## config.mk

```make
export PLATFORM = sky130hd
export DESIGN_NAME = pipe_skid_reg
export DESIGN_NICKNAME = d
export VERILOG_FILES = /design/src/rtl/pipe_skid_reg.sv
export SDC_FILE = /design/constraint.sdc
export NUM_CORES = 1
export LEC_CHECK = 0
export ABC_CLOCK_PERIOD_IN_PS = 10600
export CAP_MARGIN = 20
export CORE_UTILIZATION = 33
export CTS_CLUSTER_SIZE = 30
export DETAILED_ROUTE_END_ITERATION = 10
export SLEW_MARGIN = 20
export SYNTH_ARGS = -nofsm -noshare
export SYNTH_HDL_FRONTEND = slang
export SYNTH_SLANG_ARGS = --single-unit
```

## constraint.sdc

```tcl
create_clock -name cpu_clk_50M -period 10.6 [get_ports cpu_clk_50M]
set_input_delay 3.18 -clock cpu_clk_50M [delete_from_list [all_inputs] [get_ports cpu_clk_50M]]
set_output_delay 3.18 -clock cpu_clk_50M [all_outputs]
set_load 0.01 [all_outputs]
```

## src/rtl/pipe_skid_reg.sv

```systemverilog
// rtl/pipe_skid_reg.sv - elastic pipeline-stage register with two-entry skid buffer
// Flush turns held entries into NOP bubbles; saturating bubble/stall counters for profiling.
module pipe_skid_reg #(
  parameter int unsigned           DATA_W    = 32,
  parameter logic [DATA_W-1:0]     NOP_VALUE = {DATA_W{1'b0}},
  parameter int unsigned           CNT_W     = 16
) (
  input  logic              cpu_clk_50M,
  input  logic              cpu_rst,
  input  logic              flush,
  input  logic              up_valid,
  output logic              up_ready,
  input  logic [DATA_W-1:0] up_data,
  output logic              dn_valid,
  input  logic              dn_ready,
  output logic [DATA_W-1:0] dn_data,
  output logic [1:0]        occupancy,
  input  logic              cnt_clr,
  output logic [CNT_W-1:0]  bubble_cnt,
  output logic [CNT_W-1:0]  stall_cnt
);

  typedef enum logic [1:0] {
    EMPTY = 2'd0,
    ONE   = 2'd1,
    TWO   = 2'd2
  } state_t;

  localparam logic [CNT_W-1:0] CNT_MAX = '1;

  state_t            state;
  logic [DATA_W-1:0] main_q;
  logic [DATA_W-1:0] skid_q;
  logic              up_fire;
  logic              dn_fire;
  logic              bubble;
  logic              stall;

  // Handshake outputs decode the state register only, so no dn_ready -> up_ready path.
  assign up_ready  = (state != TWO);
  assign dn_valid  = (state != EMPTY);
  assign dn_data   = main_q;
  assign occupancy = 2'(state);

  assign up_fire = up_valid & up_ready;
  assign dn_fire = dn_valid & dn_ready;
  assign bubble  = dn_ready & ~dn_valid;
  assign stall   = dn_valid & ~dn_ready;

  always_ff @(posedge cpu_clk_50M or posedge cpu_rst) begin
    if (cpu_rst) begin
      state  <= EMPTY;
      main_q <= NOP_VALUE;
      skid_q <= NOP_VALUE;
    end else if (flush) begin
      state  <= EMPTY;
      main_q <= NOP_VALUE;
      skid_q <= NOP_VALUE;
    end else begin
      case (state)
        EMPTY: begin
          if (up_fire) begin
            state  <= ONE;
            main_q <= up_data;
          end
        end
        ONE: begin
          if (up_fire && !dn_fire) begin
            state  <= TWO;
            skid_q <= up_data;
          end else if (up_fire) begin
            main_q <= up_data;
          end else if (dn_fire) begin
            state  <= EMPTY;
            main_q <= NOP_VALUE;
          end
        end
        TWO: begin
          if (dn_fire) begin
            state  <= ONE;
            main_q <= skid_q;
            skid_q <= NOP_VALUE;
          end
        end
        default: begin
          state  <= EMPTY;
          main_q <= NOP_VALUE;
          skid_q <= NOP_VALUE;
        end
      endcase
    end
  end

  // Clear wins over a same-cycle increment; flush leaves the counters alone.
  always_ff @(posedge cpu_clk_50M or posedge cpu_rst) begin
    if (cpu_rst) begin
      bubble_cnt <= '0;
      stall_cnt  <= '0;
    end else if (cnt_clr) begin
      bubble_cnt <= '0;
      stall_cnt  <= '0;
    end else begin
      if (bubble && bubble_cnt != CNT_MAX) bubble_cnt <= bubble_cnt + CNT_W'(1);
      if (stall && stall_cnt != CNT_MAX)   stall_cnt  <= stall_cnt + CNT_W'(1);
    end
  end

endmodule

```

==> impl_summary.log <==
[metrics] run status: completed
[metrics] hold wc startpoint: dn_data[0]
[metrics] maximum number of pins on one net before global-route repair: 55
[metrics] async set-or-reset flop fraction in the synthesized netlist: 100.0%
[metrics] Setup Buffers After CTS: 0
[metrics] VDD IR-drop max: between 80 and 90 µV
[metrics] minimum period implied by the final worst setup slack: slightly above 5 ns
[metrics] Port-buffer cells: roughly 110
[metrics] clock-pin transition on the worst setup and hold timing paths: about 0.07 ns
[metrics] clock root buffer: sky130_fd_sc_hd__clkbuf_16
[metrics] peak fanout along the critical path: 12
[metrics] number of synthesized register bits: a little under 100
[metrics] first-pass GRT wire length: ~23000 µm
[metrics] die height: 127.9 µm
[metrics] Fmax achieved: just under 200 MHz
[metrics] routed length per instance: about 16 µm
[metrics] # rows: 45
[metrics] largest area contributor in the netlist: sky130_fd_sc_hd__dfrtp_1
[metrics] LEAKAGE: roughly 2.8 nW
[metrics] nets in the synthesized netlist: ~580
[metrics] FF-to-FF Start: occupancy[1]
[metrics] yosys synthesis warning count: 0
[metrics] initial DRC count: approximately 340
[metrics] global-route congestion overflow total: 0
[metrics] clock latency reported for the late side of the worst-skew pair: 0.35 ns
[metrics] share of final-layout standard cells stronger than drive strength 1: approximately 8%
[metrics] number of vias per cell after detailed routing: about 5.2
[metrics] critical path startpoint: dn_ready
[metrics] number of standard cells after synthesis: 543
[metrics] I/O pin count: roughly 110
[metrics] relative max-transition margin: between 40 and 50%
[metrics] Clock Sink Count: approximately 100
[metrics] count of flip-flops with a built-in enable after synthesis: 0
[metrics] post-route clock skew: approximately 0.0094 ns
[metrics] number of gates resized after cts: 0
[metrics] most common library cell in the layout ignoring fill and taps: sky130_fd_sc_hd__clkdlybuf4s50_1
[metrics] maximum clock path buffer count: 2
[metrics] starting utilization of the core area: between 30% and 40%
[metrics] signal arrival time at the worst endpoint: ~5.3 ns
[metrics] number of levels in the clock H-tree: 3
[metrics] register-to-register setup slack: approximately 7.9 ns
[metrics] Detail Placement HPWL: 8954 µm
[metrics] number of setup violations in the final report: 0
[metrics] data required time of the worst path: 10.83 ns
[metrics] average cell area after synthesis: approximately 9.6 µm²
[metrics] Synth Cell Area: 0.005234 mm²
[metrics] GRT Util Overall: between 15 and 20%
[metrics] leading cell types in the layout, fill and taps excluded: sky130_fd_sc_hd__clkdlybuf4s50_1, sky130_fd_sc_hd__dfrtp_1, sky130_fd_sc_hd__nand2_1
[metrics] fillcell total: approximately 1500
[metrics] setup repair after global routing missed its margin: false
[metrics] total power consumption of the routed design: roughly 0.87 mW
[metrics] final routed DRC violation total: 0
[metrics] power density normalized to cell area: roughly 130 mW/mm²
[metrics] initial antenna violation count: 0
[metrics] capture point of the worst reg-to-reg path: stall_cnt[5]
[metrics] Die Outline Area: between 0.015 and 0.02 mm²
[metrics] sequential area share after synthesis: 46.86%
[metrics] start-to-end type of the worst setup path: input port to register
[metrics] maximum capacitance violations: 0
[metrics] drt total wl: roughly 14000 µm
[metrics] sum of negative setup slack: 0 ns
[metrics] CP startpoint kind: input port
[metrics] global placement routability congestion: 0.8692
[metrics] post-route ant nets: 0
[metrics] number of CTS-inserted buffers: 9
[metrics] hold crit path type: register to register
[metrics] Area growth, synth to finish: 29.95%
[metrics] Unique masters post-synth: 46
[metrics] TritonCTS clock tree: yes
[metrics] area fraction of the dominant cell type after synthesis: approximately 47%
[metrics] count of pins over their slew limit: 0
[metrics] final antenna diode count: 0
[metrics] multi-input gate area in the final layout: about 0.0025 mm²
[metrics] end of the worst hold path: dn_data[0]
[metrics] Worst-Margin Slew: a little under 0.8 ns
[metrics] final hold viol count: 0
[metrics] total core area: ~0.015 mm²
[metrics] vias in the first global route: between 4000 and 5000
[metrics] cells taking the most area after synthesis: sky130_fd_sc_hd__dfrtp_1, sky130_fd_sc_hd__mux2i_1, sky130_fd_sc_hd__nand2_1, sky130_fd_sc_hd__a22o_1, sky130_fd_sc_hd__o21ai_0
[metrics] most common flop cell mapped by yosys: sky130_fd_sc_hd__dfrtp_1
[metrics] period utilization: between 40% and 50%
[metrics] overall die width: 127.9 µm
[metrics] number of iterations in the first detailed-routing pass: 4
[metrics] Nets: 675
[metrics] number of cells on the worst reg-to-reg path: 5
[metrics] number of hold buffers added after CTS: 0
[metrics] storage element area: 0.002454 mm²
[metrics] routed vias: approximately 4400
[metrics] hold path depth: 1
[metrics] Critical Path Sink Type: register
-- state kept, by name, summed over array words and instances (netlist names) --
register / cells
bubble_cnt: 16
skid_q: 32
dn_data: 32
stall_cnt: 16
occupancy: 2
-- worst max-delay path by stage --
stage / to / slack, ns / cells after the start
2_1_floorplan: bubble_cnt[0] / 4.86 / 1
3_3_place_gp: skid_q[14] / 5.14 / 5
3_5_place_dp: bubble_cnt[13] / 5.17 / 5
4_1_cts: up_ready / 5.50 / 3
5_1_grt: bubble_cnt[13] / 5.42 / 5
6_report: bubble_cnt[13] / 5.50 / 5
-- area by class of cell --
| type | instances | area share, % |
|---|---|---|
| Clock inverter | 4 | 0.3679 |
| Timing Repair Buffer | 114 | 16.63 |
| Clock buffer | 12 | 3.918 |
| Sequential cell | 98 | 36.07 |
| Tap cell | 211 | 3.882 |
| Multi-Input combinational cell | 375 | 37.05 |
| Inverter | 37 | 2.079 |
-- layer usage --
| layer | routed length (µm) | global-route usage (%) |
|---|---|---|
| met3 | 759 | 5.134 |
| met1 | 6292 | 22.18 |
| met2 | 6416 | 28.90 |
| met5 | 0 | 0 |
| met4 | 160 | 4.775 |
-- synth_stat cells (all sizes together) (10+ instances only) --
cell and instances:
inv 37, a22o 32, clkbuf 23, dfrtp 98, mux2 13, a21oi 14
mux2i 68, nand3 12, nand2 80, nand4 11, o21ai 36, nor2 25
buf 10, nor2b 15
-- metrics by stage --
step | hold WS, ns | instance area, µm² | instances | setup slack [ns] | utilization (%)
6_report | 0.5051 | 6802 | 851 | 5.503 | 44.41
3_3_place_gp | 0.4899 | 6490 | 834 | 5.142 | 42.38
2_1_floorplan | 0.4968 | 5234 | 543 | 4.858 | -
3_5_place_dp | 0.4905 | 6510 | 835 | 5.169 | 42.51
4_1_cts | 0.5124 | 6802 | 851 | 5.504 | 44.41
5_1_grt | 0.5232 | 6802 | 851 | 5.421 | 44.41
-- power breakdown --
| group | switching (mW) | total (mW) | internal, mW |
|---|---|---|---|
| combinational | 0.0704 | 0.137 | 0.0669 |
| clock | 0.144 | 0.322 | 0.178 |
| sequential | 0.0137 | 0.407 | 0.393 |
| total | 0.228 | 0.866 | 0.638 |
-- cells by family (layout without fill, tap and decap cells) --
| group | after synthesis | in the layout | share of synthesized area, % |
|---|---|---|---|
| AO/OA/AOI/OAI | 113 | 113 | 14.77 |
| buffers and inverters | 70 | 167 | 5.403 |
| multiplexers | 81 | 81 | 15.80 |
| flip-flops | 98 | 98 | 46.86 |
| adder cells (fa/ha/maj) | 2 | 2 | 0.4780 |
| AND/OR/NAND/NOR | 179 | 179 | 16.69 |
-- critical path: stages --
cell and delay, ns:
sky130_fd_sc_hd__clkdlybuf4s50_1 0.70, sky130_fd_sc_hd__or3b_4 0.46, sky130_fd_sc_hd__or2_0 0.37, sky130_fd_sc_hd__nor4_1 0.24, sky130_fd_sc_hd__mux2_2 0.37
No activity file was read; power rests on OpenSTA's default activity.
